### src/rtl/lsu_pkg.sv
// lsu_pkg - shared definitions for the load/store unit.
//   Access-size encodings (SZ_BYTE/SZ_HALF/SZ_WORD, SZ_BAD is the illegal code),
//   FSM state encoding (IDLE=0, MERGE=1) and the byte-lane mask helper used by
//   the store-merge path.
package lsu_pkg;

    localparam logic [1:0] SZ_BYTE = 2'b00;
    localparam logic [1:0] SZ_HALF = 2'b01;
    localparam logic [1:0] SZ_WORD = 2'b10;
    localparam logic [1:0] SZ_BAD  = 2'b11;

    typedef enum logic {
        ST_IDLE  = 1'b0,
        ST_MERGE = 1'b1
    } lsu_state_e;

    // Byte lanes touched by an access of the given size starting at lane.
    // Half accesses pick the upper pair when lane[1] is set; an illegal size
    // touches nothing.
    function automatic logic [3:0] lane_mask(input logic [1:0] size, input logic [1:0] lane);
        logic [3:0] m;
        case (size)
            SZ_BYTE: m = 4'b0001 << lane;
            SZ_HALF: m = lane[1] ? 4'b1100 : 4'b0011;
            SZ_WORD: m = 4'b1111;
            default: m = 4'b0000;
        endcase
        return m;
    endfunction

endpackage

### src/rtl/lsu_lane_align.sv
// lsu_lane_align - purely combinational lane steering for the load/store unit.
//   Load path : picks the addressed byte/half/word out of a memory word and
//               sign- or zero-extends it to 32 bits.
//   Store path: replaces the addressed lane(s) of an old memory word with the
//               right-justified store data.
// Ports:
//   i_rd_word    32  memory word (load source / merge base)
//   i_lane        2  byte lane of the access (already aligned for half/word)
//   i_size        2  access size code
//   i_signed      1  1 = sign-extend loads
//   i_wdata      32  right-justified store data
//   o_load_data  32  extended load result
//   o_merge_word 32  old word with the addressed lanes replaced
module lsu_lane_align
    import lsu_pkg::*;
(
    input  logic [31:0] i_rd_word,
    input  logic [1:0]  i_lane,
    input  logic [1:0]  i_size,
    input  logic        i_signed,
    input  logic [31:0] i_wdata,
    output logic [31:0] o_load_data,
    output logic [31:0] o_merge_word
);

    logic [7:0]  w_byte;
    logic [15:0] w_half;
    logic [3:0]  w_mask;
    logic [31:0] w_wrep;

    // Load extract and extension.
    always_comb begin
        w_byte      = 8'h00;
        w_half      = 16'h0000;
        o_load_data = 32'h0000_0000;
        case (i_lane)
            2'd0:    w_byte = i_rd_word[7:0];
            2'd1:    w_byte = i_rd_word[15:8];
            2'd2:    w_byte = i_rd_word[23:16];
            2'd3:    w_byte = i_rd_word[31:24];
            default: w_byte = 8'h00;
        endcase
        if (i_lane[1]) begin
            w_half = i_rd_word[31:16];
        end else begin
            w_half = i_rd_word[15:0];
        end
        case (i_size)
            SZ_BYTE: o_load_data = {{24{i_signed & w_byte[7]}}, w_byte};
            SZ_HALF: o_load_data = {{16{i_signed & w_half[15]}}, w_half};
            SZ_WORD: o_load_data = i_rd_word;
            default: o_load_data = 32'h0000_0000;
        endcase
    end

    // Store merge: replicate the store data into every lane, then let the
    // lane mask decide which bytes come from it and which from the old word.
    always_comb begin
        w_mask       = lane_mask(i_size, i_lane);
        w_wrep       = 32'h0000_0000;
        o_merge_word = 32'h0000_0000;
        case (i_size)
            SZ_BYTE: w_wrep = {4{i_wdata[7:0]}};
            SZ_HALF: w_wrep = {2{i_wdata[15:0]}};
            SZ_WORD: w_wrep = i_wdata;
            default: w_wrep = 32'h0000_0000;
        endcase
        for (int k = 0; k < 4; k++) begin
            if (w_mask[k]) begin
                o_merge_word[8*k +: 8] = w_wrep[8*k +: 8];
            end else begin
                o_merge_word[8*k +: 8] = i_rd_word[8*k +: 8];
            end
        end
    end

endmodule

### src/rtl/load_store_unit.sv
// load_store_unit - converts byte/half/word loads and stores from the datapath
//   into accesses on a word-indexed data memory (combinational read, write at
//   posedge). Sub-word stores use a 2-cycle read-modify-write (IDLE -> MERGE).
//   Responses (rsp_valid/rsp_err/rsp_rdata) are registered.
// Configuration macro: LSU_MISALIGN_TRAP_EN
//   defined     - misaligned half/word accesses return rsp_err
//   not defined - low address bits are masked and the access proceeds
// Ports:
//   clk, rst (async, active-low)
//   req_valid/req_ready/req_we/req_size/req_signed/req_addr/req_wdata - request
//   rsp_valid/rsp_err/rsp_rdata - one-cycle response pulse
//   mem_we/mem_a/mem_wd/mem_rd  - data memory (mem_a is a word index)
module load_store_unit
    import lsu_pkg::*;
#(
    parameter int DEPTH_WORDS = 256,
    parameter int AW          = 8
) (
    input  logic        clk,
    input  logic        rst,
    input  logic        req_valid,
    output logic        req_ready,
    input  logic        req_we,
    input  logic [1:0]  req_size,
    input  logic        req_signed,
    input  logic [31:0] req_addr,
    input  logic [31:0] req_wdata,
    output logic        rsp_valid,
    output logic        rsp_err,
    output logic [31:0] rsp_rdata,
    output logic        mem_we,
    output logic [31:0] mem_a,
    output logic [31:0] mem_wd,
    input  logic [31:0] mem_rd
);

    localparam logic [31:0] BYTE_LIMIT = 32'(4 * DEPTH_WORDS);

    lsu_state_e  r_state;
    lsu_state_e  w_state_nxt;

    logic [AW-1:0] r_idx;
    logic [1:0]    r_lane;
    logic [1:0]    r_size;
    logic [31:0]   r_wdata;
    logic [31:0]   r_old;

    logic          r_rsp_valid;
    logic          r_rsp_err;
    logic [31:0]   r_rsp_rdata;

    logic [AW-1:0] w_idx;
    logic [AW-1:0] w_mem_idx;
    logic [1:0]    w_lane;
    logic          w_misalign;
    logic          w_req_err;
    logic          w_mem_we;
    logic [31:0]   w_mem_wd;
    logic          w_latch;
    logic          w_rsp_valid_nxt;
    logic          w_rsp_err_nxt;
    logic [31:0]   w_rsp_rdata_nxt;

    logic [31:0]   w_al_rd;
    logic [1:0]    w_al_lane;
    logic [1:0]    w_al_size;
    logic [31:0]   w_al_wdata;
    logic [31:0]   w_load_data;
    logic [31:0]   w_merge_word;

    assign w_idx = req_addr[AW+1:2];

    // Alignment policy: either flag misalignment or silently clear the low bits.
    always_comb begin
`ifdef LSU_MISALIGN_TRAP_EN
        w_lane     = req_addr[1:0];
        w_misalign = ((req_size == SZ_HALF) && req_addr[0]) ||
                     ((req_size == SZ_WORD) && (req_addr[1:0] != 2'b00));
`else
        w_misalign = 1'b0;
        case (req_size)
            SZ_HALF: w_lane = {req_addr[1], 1'b0};
            SZ_WORD: w_lane = 2'b00;
            default: w_lane = req_addr[1:0];
        endcase
`endif
        w_req_err = (req_size == SZ_BAD) || (req_addr >= BYTE_LIMIT) || w_misalign;
    end

    // Lane steering sees the live request in IDLE and the latched one in MERGE.
    always_comb begin
        if (r_state == ST_MERGE) begin
            w_al_rd    = r_old;
            w_al_lane  = r_lane;
            w_al_size  = r_size;
            w_al_wdata = r_wdata;
        end else begin
            w_al_rd    = mem_rd;
            w_al_lane  = w_lane;
            w_al_size  = req_size;
            w_al_wdata = req_wdata;
        end
    end

    lsu_lane_align u_align (
        .i_rd_word    (w_al_rd),
        .i_lane       (w_al_lane),
        .i_size       (w_al_size),
        .i_signed     (req_signed),
        .i_wdata      (w_al_wdata),
        .o_load_data  (w_load_data),
        .o_merge_word (w_merge_word)
    );

    // Next-state, memory-side controls and next response values.
    always_comb begin
        w_state_nxt     = r_state;
        req_ready       = 1'b0;
        w_mem_we        = 1'b0;
        w_mem_wd        = 32'h0000_0000;
        w_mem_idx       = w_idx;
        w_latch         = 1'b0;
        w_rsp_valid_nxt = 1'b0;
        w_rsp_err_nxt   = 1'b0;
        w_rsp_rdata_nxt = 32'h0000_0000;
        case (r_state)
            ST_IDLE: begin
                req_ready = 1'b1;
                if (req_valid) begin
                    if (w_req_err) begin
                        w_rsp_valid_nxt = 1'b1;
                        w_rsp_err_nxt   = 1'b1;
                    end else if (!req_we) begin
                        w_rsp_valid_nxt = 1'b1;
                        w_rsp_rdata_nxt = w_load_data;
                    end else if (req_size == SZ_WORD) begin
                        w_mem_we        = 1'b1;
                        w_mem_wd        = req_wdata;
                        w_rsp_valid_nxt = 1'b1;
                    end else begin
                        w_latch     = 1'b1;
                        w_state_nxt = ST_MERGE;
                    end
                end else begin
                    w_state_nxt = ST_IDLE;
                end
            end
            ST_MERGE: begin
                w_mem_we        = 1'b1;
                w_mem_wd        = w_merge_word;
                w_mem_idx       = r_idx;
                w_rsp_valid_nxt = 1'b1;
                w_state_nxt     = ST_IDLE;
            end
            default: begin
                w_state_nxt = ST_IDLE;
            end
        endcase
    end

    // The write strobe is gated by reset so that a request driven while the
    // unit is held in reset can never reach memory.
    assign mem_we = w_mem_we & rst;
    assign mem_wd = rst ? w_mem_wd : 32'h0000_0000;
    assign mem_a  = {{(32-AW){1'b0}}, w_mem_idx};

    // FSM state register.
    always_ff @(posedge clk or negedge rst) begin
        if (!rst) begin
            r_state <= ST_IDLE;
        end else begin
            r_state <= w_state_nxt;
        end
    end

    // Sub-word store context captured at accept for the MERGE cycle.
    always_ff @(posedge clk or negedge rst) begin
        if (!rst) begin
            r_idx   <= '0;
            r_lane  <= 2'b00;
            r_size  <= 2'b00;
            r_wdata <= 32'h0000_0000;
            r_old   <= 32'h0000_0000;
        end else if (w_latch) begin
            r_idx   <= w_idx;
            r_lane  <= w_lane;
            r_size  <= req_size;
            r_wdata <= req_wdata;
            r_old   <= mem_rd;
        end else begin
            r_idx   <= r_idx;
            r_lane  <= r_lane;
            r_size  <= r_size;
            r_wdata <= r_wdata;
            r_old   <= r_old;
        end
    end

    // Registered response.
    always_ff @(posedge clk or negedge rst) begin
        if (!rst) begin
            r_rsp_valid <= 1'b0;
            r_rsp_err   <= 1'b0;
            r_rsp_rdata <= 32'h0000_0000;
        end else begin
            r_rsp_valid <= w_rsp_valid_nxt;
            r_rsp_err   <= w_rsp_err_nxt;
            r_rsp_rdata <= w_rsp_rdata_nxt;
        end
    end

    assign rsp_valid = r_rsp_valid;
    assign rsp_err   = r_rsp_err;
    assign rsp_rdata = r_rsp_rdata;

endmodule

### config.mk
export PLATFORM = sky130hd
export DESIGN_NAME = load_store_unit
export DESIGN_NICKNAME = d
export VERILOG_FILES = /design/src/rtl/lsu_pkg.sv /design/src/rtl/lsu_lane_align.sv /design/src/rtl/load_store_unit.sv
export SDC_FILE = /design/constraint.sdc
export NUM_CORES = 1
export LEC_CHECK = 0
export ABC_AREA = 0
export CORE_MARGIN = 2
export CORE_UTILIZATION = 30
export CTS_BUF_LIST = sky130_fd_sc_hd__clkbuf_8 sky130_fd_sc_hd__clkbuf_16
export DETAILED_ROUTE_END_ITERATION = 7
export PLACE_DENSITY_LB_ADDON = 0.3
export SETUP_SLACK_MARGIN = 0.5
export SYNTH_ARGS = -nofsm -noshare
export SYNTH_HDL_FRONTEND = slang
export SYNTH_HIERARCHICAL = 1
export SYNTH_SLANG_ARGS = --single-unit
### constraint.sdc
create_clock -name clk -period 11.3 [get_ports clk]
set_input_delay 2.825 -clock clk [delete_from_list [all_inputs] [get_ports clk]]
set_output_delay 2.825 -clock clk [all_outputs]
set_load 0.005 [all_outputs]
==> metrics.md, run 1 <==
| Metric | Value |
|---|---|
| Status | `finished, final reports clean` |
| Fmax | `0.111 GHz` |
| Pins Over Slew Limit | `0` |
| Initial antenna violation count | `0` |
| Minimum clock period | `9.04 ns` |
| Hold Fails Final Rpt | `0` |
| CTS tree | `built` |
| Clk root buf | `clkbuf_16` |
| Routed WL | `22400 um` |
| Syn avg cell area | `11.1 sq um` |
| Worst EP arrival | `6.22 ns` |
| # IOs | `203` |
| Fin crit share | `80.0%` |
| Startpoint class of the critical path | `input pin` |
| Reg-to-Reg End | `rsp_rdata[15]` |
| Critical path type | `input pin to output pin` |
| R2R Path Start | `r_state` |
| Worst-Skew Late Latency | `0.36 ns` |
| Part of the power in registers | `between 40 and 50%` |
| Cts hold-fix bufs | `0` |
| Clk buf depth | `2` |
| CTS H-Tree Depth | `3` |
| DP Area | `between 9000 and 10000 sq um` |
| Layout cells sized above 1 | `25.5%` |
| Total gr overflow | `0` |
| First-pass GRT wire length | `33200 um` |
| # nets final | `889` |
| Max-cap violations | `0` |
| Critical path endpoint category | `output pin` |
| Slowest CP cell | `nor3b_2` |
| Final ANT Viol Nets | `0` |
| Multi-input gate area | `a little under 4000 sq um` |
| Starting Density | `30.4%` |
| Register bit total from synthesis | `around 110` |
| Layout filler cell count | `2360` |
| YS warnings | `6` |
| Number of synthesized flops with an enable pin | `0` |
| I/O Buffers | `roughly 180` |
| Gpl congestion | `0.828` |
| Post-DP HPWL | `16000 um` |
| Power Internal | `around 650 uW` |
| Die height | `158 um` |
| Clock power share | `37.9%` |
| Iteration-0 DRC Markers | `339` |
| Worst hold path type | `flip-flop to flip-flop` |
| Pwr/cell area | `95.0 nW/um^2` |
| Die ar. | `25000 sq um` |
| Vias per cell | `4.94` |
| Final Cell Area | `9340 sq um` |
| R2R cell count | `7` |
| Post_cts resized | `0` |
| Sw frac | `26.9%` |
| Cell taking the most area after synthesis | `dfrtp_1` |
| Row count | `56` |
| Synth async-reset ratio | `100%` |
| Wirelength per Cell | `~20 um` |
| Peak supply drop | `55.5 uV` |
| Total CTS buffers | `9` |
| Share of the synthesized area in the top cell type | `between 30% and 40%` |
| Crit path largest cell delay | `roughly 0.80 ns` |
| Cell mode on critical path | `clkdlybuf4s50_1` |
| Die W | `roughly 160 um` |
| Ys flop type | `dfrtp_1` |
| GRT Util Overall | `~18%` |
| Setup tns final | `0 ns` |
| DRT Pass-1 Iters | `4` |
| Post-synthesis instance total | `641` |
| Worst Setup EP | `mem_wd[17]` |
| P&R area growth vs syn | `31.0%` |
| Synth area leaders | `dfrtp_1, mux2_2, mux2_4` |
| Flip-flop and latch area | `2780 sq um` |
| CTS sink count | `111` |
| Critical-path cell list | `clkdlybuf4s50_1 > inv_1 > ha_1 > nand2_1 > o21ai_0 > and2b_1 > nor3b_2 > a22o_1 > a21o_1 > a32o_1 > clkdlybuf4s50_1` |
| Vias in the first global route | `5490` |
| Post-synth cell types | `between 40 and 50` |
| Slew @ Worst Pin | `about 1.1 ns` |
| Leakage power | `4.18 nW` |
| Worst Setup SP | `req_size[0]` |
| Hold path start | `r_old[19]` |
| Setup bufs post-CTS | `0` |
| Sw power | `about 240 uW` |
| Combinational share of power | `17.3%` |
| R2R Setup Slk | `7.74 ns` |
| Final core occ | `39.9%` |
| CTS clock-pin slew for the worst setup and hold paths | `0.07 ns` |
| Diode count | `0` |
| DRC errors left | `0` |
| Max_slew headroom | `24.2%` |
| Sequential fraction of the synthesis area | `between 30 and 40%` |
| Worst Skew | `0.00905 ns` |
| Largest net degree at the start of global routing | `83` |
| Detailed-route via count | `~5.5k` |
| Core area | `23400 sq um` |
| Post-synthesis cell area | `roughly 7100 sq um` |
| Req. time, crit path | `roughly 8.5 ns` |
| RSZ-0062 raised after global routing | `false` |
| Final setup fails | `0` |
| Maximum fanout along the worst path | `13` |
flip-flops by register name, summed over array words and instances, names as in the netlist:
register   cells
r_idx          8
r_lane         2
r_old         32
r_size         2
r_state        1
r_wdata       32
rsp_err        1
rsp_rdata     32
rsp_valid      1
worst min-delay path by stage:
stage             endpoint  slack [ns]  cells past startpoint
2_1_floorplan    r_old[13]        0.47                      1
3_3_place_gp     r_old[16]        0.48                      1
3_5_place_dp   r_wdata[10]        0.49                      1
5_1_grt         r_wdata[4]        0.52                      1
6_report         r_old[19]        0.50                      1
4_1_cts          r_old[19]        0.51                      1
Yosys cell counts (all sizes together), types with 6 or more instances:
master / instances
nor2b: 12
clkbuf: 32
o21ai: 18
a221o: 6
o211ai: 9
nor4: 8
inv: 6
a22o: 7
buf: 48
a21o: 8
a21oi: 46
dfrtp: 111
o21a: 16
nand2: 37
nor2: 13
mux2i: 15
a32o: 31
and2: 33
mux2: 163
power groups by stage:
stage | Sequential (mW) | Clock, mW | Combinational [mW]
after CTS | 0.397 | 0.348 | 0.153
after global placement | 0.405 | 0 | 0.153
after global routing | 0.397 | 0.365 | 0.166
after floorplan | 0.405 | 0 | 0.0821
after detailed placement | 0.405 | 0 | 0.153
final | 0.397 | 0.336 | 0.154
per-layer routing:
layer	wire length [um]	share of wire, %	GRT usage [%]
met5	0	0	0
met3	1010	4.5	2.93
met4	441	2.0	5.62
met2	10500	47	29.0
met1	10400	47	24.6
stage by stage:
stage / std cells / setup slack [ns] / power [mW] / hold WS [ns]
2_1_floorplan: 664 / 3.70 / 0.487 / 0.474
3_3_place_gp: 1091 / 2.38 / 0.558 / 0.480
3_5_place_dp: 1091 / 2.32 / 0.558 / 0.488
4_1_cts: 1107 / 2.31 / 0.898 / 0.509
5_1_grt: 1107 / 2.04 / 0.928 / 0.518
6_report: 1107 / 2.26 / 0.887 / 0.503
layout make-up:
type	instances	share of cell area, %
Tap cell	319	4.28
Multi-Input combinational cell	467	42.5
Timing Repair Buffer	188	19.9
Sequential cell	111	29.8
Inverter	6	0.241
Clock inverter	7	0.831
Clock buffer	9	2.41
critical path, delay by kind of cell:
kind	cells	cell delay (ns)
buffers and inverters	3	1.18
AOI/OAI and AO/OA	4	0.70
adders and majority gates	1	0.31
and+or+nand+nor	3	1.20
kinds of logic (layout without fill, tap and decap cells):
group,count (synthesis),after routing,share of synthesized area [%]
other,1,24,0.0526
buffers and inverters,86,210,6.97
flip-flops,111,111,39.0
multiplexers,179,179,30.2
adder cells (fa/ha/maj),3,3,0.527
AND/OR/NAND/NOR,116,116,8.80
AO/OA/AOI/OAI,145,145,14.5
layout by cell type (no fill, tap or decap), drive strengths merged, types with 2 or more instances in the layout:
master	n
conb	24
and2	33
mux2i	15
nand2b	3
inv	9
nor2b	12
a221o	6
a22o	7
o21ai	18
ha	3
o21a	16
nor2	13
dfrtp	111
clkdlybuf4s50	177
mux2	163
nand2	37
buf	11
clkbuf	9
nor4	8
o211ai	9
clkinv	3
and3	2
a21oi	46
a32o	31
a21o	8
Power figures use the tool's default switching activity.
==> inputs of run 2 (changes only) <==
Clock period 11.3 ns to 8.3 ns, I/O delays scaled along.
==> metrics.md, run 2 (synthesis gave the netlist of run 1 again) <==
| Metric | Value |
|---|---|
| Crit path largest cell delay | `0.55 ns` |
| Cell depth of the worst hold path | `1` |
| Critical path type | `input pin to output pin` |
| Total gr overflow | `0` |
| Final ANT Viol Nets | `0` |
| Status | `finished, final reports clean` |
| Worst EP arrival | `5.38 ns` |
| Final core occ | `40.0%` |
| Minimum clock period | `7.46 ns` |
| Peak supply drop | `72.3 uV` |
| DP Area | `9060 sq um` |
| Maximum fanout along the worst path | `12` |
| Row count | `56` |
| Critical-path cell list | `clkdlybuf4s50_1 > inv_1 > ha_1 > nand2_1 > o21ai_0 > and2b_1 > nor2_1 > o21a_1 > mux2_2 > a32o_1 > clkdlybuf4s50_1` |
| # nets final | `between 800 and 900` |
| Iteration-0 DRC Markers | `roughly 320` |
| Wirelength per Cell | `20.1 um` |
| Die height | `158 um` |
| Power Internal | `862 uW` |
| Combinational share of power | `17.7%` |
| Sw power | `326 uW` |
| Vias in the first global route | `5547` |
| Cts hold-fix bufs | `0` |
| Hold Fails Final Rpt | `0` |
| Commonest cells after routing, fill and taps aside | `clkdlybuf4s50_1, mux2_2, dfrtp_1, a21oi_1, mux2_4` |
| Initial antenna violation count | `1` |
| Leakage power | `4.19 nW` |
| GRT Util Overall | `about 18%` |
| First-pass GRT wire length | `between 30000 and 40000 um` |
| Pwr/cell area | `127 nW/um^2` |
| Cell count after placement | `1095` |
| Setup tns final | `0 ns` |
| Detailed-route via count | `between 5k and 6k` |
| R2R cell count | `6` |
| Final setup fails | `0` |
| Slew @ Worst Pin | `0.942 ns` |
| Fmax | `0.134 GHz` |
| Core area | `23400 sq um` |
| Part of the power in registers | `45.5%` |
| Worst-Skew Late Latency | `0.37 ns` |
| Die W | `~160 um` |
| Routed WL | `22300 um` |
| Worst Skew | `0.0146 ns` |
| Pins Over Slew Limit | `0` |
| Die ar. | `roughly 25000 sq um` |
| Starting Density | `30.4%` |
| Final Cell Area | `slightly above 9000 sq um` |
| Layout cells sized above 1 | `25.8%` |
| Largest net degree at the start of global routing | `78` |
| Vias per cell | `4.92` |
| Slowest CP cell | `clkdlybuf4s50_1` |
| Req. time, crit path | `6.23 ns` |
| Setup bufs post-CTS | `0` |
| Total CTS buffers | `9` |
| Commonest non-fill, non-tap cell in the layout | `clkdlybuf4s50_1` |
| CTS tree | `built` |
| P&R area growth vs syn | `31.2%` |
| Overall power | `1.19 mW` |
| Clock power share | `36.8%` |
| Fin crit share | `about nine tenths` |
| Max_slew headroom | `a little under two fifths` |
| CTS sink count | `111` |
| CTS H-Tree Depth | `3` |
| Fin cells | `1112` |
| Critical path endpoint category | `output pin` |
| Clk buf depth | `2` |
| Startpoint class of the critical path | `input pin` |
| RSZ-0062 raised after global routing | `false` |
| Cell mode on critical path | `clkdlybuf4s50_1` |
| Max-cap violations | `0` |
| Clk root buf | `clkbuf_16` |
| DRC errors left | `0` |
| CTS clock-pin slew for the worst setup and hold paths | `0.07 ns` |
| Layout filler cell count | `between 2k and 2.5k` |
| Gpl congestion | `0.836` |
| DRT Pass-1 Iters | `4` |
| # IOs | `203` |
| Post_cts resized | `0` |
| Worst hold path type | `flip-flop to flip-flop` |
| Sw frac | `27.4%` |
| Post-DP HPWL | `16300 um` |
| I/O Buffers | `178` |
==> run 2: cell count changes in the layout (fill, tap and decap cells not counted), sizes merged <==
cell	delta
buf	+4
bufinv	-1
clkbuf	+1
clkinv	-1
clkinvlp	+1
diode	+1
==> run 2: worst paths after layout <==
kind                        startpoint         end  slack [ns]
min reg2reg                  r_old[21]   r_old[21]        0.50
max reg2reg                    r_state   r_old[27]        4.57
min                          r_old[21]   r_old[21]        0.50
max in group asynchronous          rst     r_state        5.16
max                        req_size[0]   mem_wd[0]        0.84
min in group asynchronous          rst  r_wdata[5]        1.67
==> run 2: layer usage <==
layer / global-route usage, % / wire length [um]
met1: 24.7 / 10400
met2: 29.0 / 10400
met3: 3.56 / 1000
met4: 5.62 / 489
met5: 0 / 0
==> run 2: power by group through the flow <==
stage	Clock, mW	Sequential, mW	Combinational [mW]
floorplan	0	0.552	0.112
global placement	0	0.552	0.209
detailed placement	0	0.552	0.209
CTS	0.449	0.541	0.210
global route	0.476	0.541	0.228
finish	0.437	0.541	0.210
==> run 2: critical path: cells and delay by family <==
kind / cells / cell delay [ns]
compound gates: 3 / 1.08
fa+ha+maj: 1 / 0.30
buf+inv: 3 / 1.08
mux: 1 / 0.35
simple gates: 3 / 0.50
==> run 2: area by class of cell <==
cell class                 instances  area [sq um]  share of cell area [%]
inverter                           6          22.5                   0.241
clock inverter                     6          50.0                   0.535
multi-input combinational        467          3970                    42.4
timing repair buffer             192          1890                    20.2
tap                              319           399                    4.27
clock buffer                      10           239                    2.56
sequential                       111          2780                    29.7
antenna                            1          2.50                  0.0268
==> run 2: through the flow <==
step                      hold WS [ns]  setup slack, ns
after floorplan                  0.474             2.20
after global placement           0.481            0.927
after detailed placement         0.487            0.868
after CTS                        0.507            0.863
after global routing             0.517            0.558
final                            0.504            0.844
==> inputs of run 3 (changes only) <==
Settings changed: CORE_MARGIN 2 to unset.
==> metrics.md, run 3 (synthesis gave the netlist of run 1 again) <==
| Metric | Value |
|---|---|
| Wirelength per Cell | `between 15 and 20 um` |
| Worst Skew | `0.00776 ns` |
| R2R cell count | `9` |
| Multi-input gate area | `3970 sq um` |
| I/O Buffers | `between 150 and 200` |
| Final ANT Viol Nets | `0` |
| CTS sink count | `111` |
| Req. time, crit path | `6.23 ns` |
| Largest net degree at the start of global routing | `65` |
| Part of the power in registers | `45.5%` |
| DRT Pass-1 Iters | `4` |
| Cell mode on critical path | `clkdlybuf4s50_1` |
| Critical path type | `input pin to output pin` |
| Crit. path cell count | `11` |
| CTS tree | `built` |
| Fmax | `0.135 GHz` |
| DRC errors left | `0` |
| # nets final | `894` |
| Status | `finished, final reports clean` |
| Worst EP arrival | `about 5.3 ns` |
| Starting Density | `a little under a third` |
| Die height | `about 160 um` |
| Routed WL | `22200 um` |
| Clk buf depth | `2` |
| Max-cap violations | `0` |
| Critical path endpoint category | `output pin` |
| Vias in the first global route | `5593` |
| Diode count | `0` |
| Initial antenna violation count | `0` |
| Worst-Skew Late Latency | `roughly 0.36 ns` |
| Commonest cells after routing, fill and taps aside | `clkdlybuf4s50_1, mux2_2, dfrtp_1, a21oi_1, mux2_4` |
| CP bufs+invs | `3` |
| Fin Hold WS | `0.504 ns` |
| Fin crit share | `89.3%` |
| First-pass GRT wire length | `33800 um` |
| Sw power | `about 310 uW` |
| P&R area growth vs syn | `31.4%` |
| Clk root buf | `clkbuf_16` |
| Layout cells sized above 1 | `25.7%` |
| Crit path largest cell delay | `0.54 ns` |
| Critical-path cell list | `clkdlybuf4s50_1 > inv_1 > ha_1 > nand2_1 > o21ai_0 > and2b_1 > nor2_1 > o21a_1 > mux2_2 > a32o_1 > clkdlybuf4s50_1` |
| Startpoint class of the critical path | `input pin` |
| Slowest CP cell | `clkdlybuf4s50_1` |
| Total CTS buffers | `9` |
| Setup bufs post-CTS | `0` |
| Slew @ Worst Pin | `1.14 ns` |
| Detailed-route via count | `5527` |
| RSZ-0062 raised after global routing | `false` |
| Max_slew headroom | `24.1%` |
| Die ar. | `24400 sq um` |
| Flip-flop and latch area | `2780 sq um` |
| GRT Util Overall | `a little under a fifth` |
| # IOs | `203` |
| Gpl congestion | `0.841` |
| Total gr overflow | `0` |
| CTS H-Tree Depth | `3` |
| Pins Over Slew Limit | `0` |
| Clock power share | `36.7%` |
| Power Internal | `875 uW` |
| Peak supply drop | `72.8 uV` |
| Iteration-0 DRC Markers | `369` |
| Hold Fails Final Rpt | `0` |
| Leakage power | `roughly 4.2 nW` |
| Final setup fails | `0` |
| Vias per cell | `4.97` |
| Post_cts resized | `0` |
| Row count | `56` |
| Maximum fanout along the worst path | `12` |
| Combinational share of power | `roughly 18%` |
| Cell depth of the worst hold path | `1` |
| Commonest non-fill, non-tap cell in the layout | `clkdlybuf4s50_1` |
| CP top delay family | `buffers and inverters` |
| Minimum clock period | `~7.4 ns` |
| Setup tns final | `0 ns` |
| Post-DP HPWL | `16400 um` |
| Final core occ | `40.0%` |
| Core area | `23400 sq um` |
| Pwr/cell area | `about 130 nW/um^2` |
| Sw frac | `26.4%` |
| Layout filler cell count | `2344` |
| Worst hold path type | `flip-flop to flip-flop` |
| CTS clock-pin slew for the worst setup and hold paths | `0.07 ns` |
| Die W | `156 um` |
| Cts hold-fix bufs | `0` |
==> run 3: layout make-up <==
type | count | area share, %
multi-input combinational | 467 | 42.4
sequential | 111 | 29.7
timing repair buffer | 193 | 20.2
tap | 319 | 4.26
clock buffer | 12 | 2.85
clock inverter | 4 | 0.307
inverter | 6 | 0.241
==> run 3: layer usage <==
metal	track usage (%)	part of all wire (%)
met4	7.47	3.1
met3	2.94	5.0
met5	0	0
met1	25.8	46
met2	29.1	46
==> run 3: worst register-to-register path: cells and delay by family (launching register included) <==
family,cells,cell delay [ns]
DFF,1,0.64
and+or+nand+nor,4,0.89
AOI/OAI and AO/OA,2,0.40
muxes,1,0.58
buffers and inverters,2,1.03
==> run 3: path summary, 6_finish.rpt <==
kind                             start             to  slack, ns
setup / recovery           req_size[0]      mem_wd[2]       0.89
hold / removal              r_wdata[8]     r_wdata[8]       0.50
setup reg to reg               r_state  rsp_rdata[15]       4.68
hold reg to reg             r_wdata[8]     r_wdata[8]       0.50
max in group asynchronous          rst       r_old[8]       5.02
min in group asynchronous          rst  rsp_rdata[10]       1.64
==> run 3: power by group through the flow <==
stage,sequential [mW],clock (mW),combinational (mW)
2_1_floorplan,0.552,0,0.112
3_3_place_gp,0.552,0,0.211
5_1_grt,0.541,0.472,0.228
3_5_place_dp,0.552,0,0.210
6_report,0.541,0.437,0.211
4_1_cts,0.541,0.451,0.211
==> run 3: through the flow <==
stage          power (mW)  setup WS [ns]  instances  area, sq um
2_1_floorplan       0.664           2.20        664         7210
3_3_place_gp        0.762          0.956       1096         9070
3_5_place_dp        0.762          0.910       1096         9070
4_1_cts              1.20          0.897       1112         9360
5_1_grt              1.24          0.669       1112         9360
6_report             1.19          0.888       1112         9360
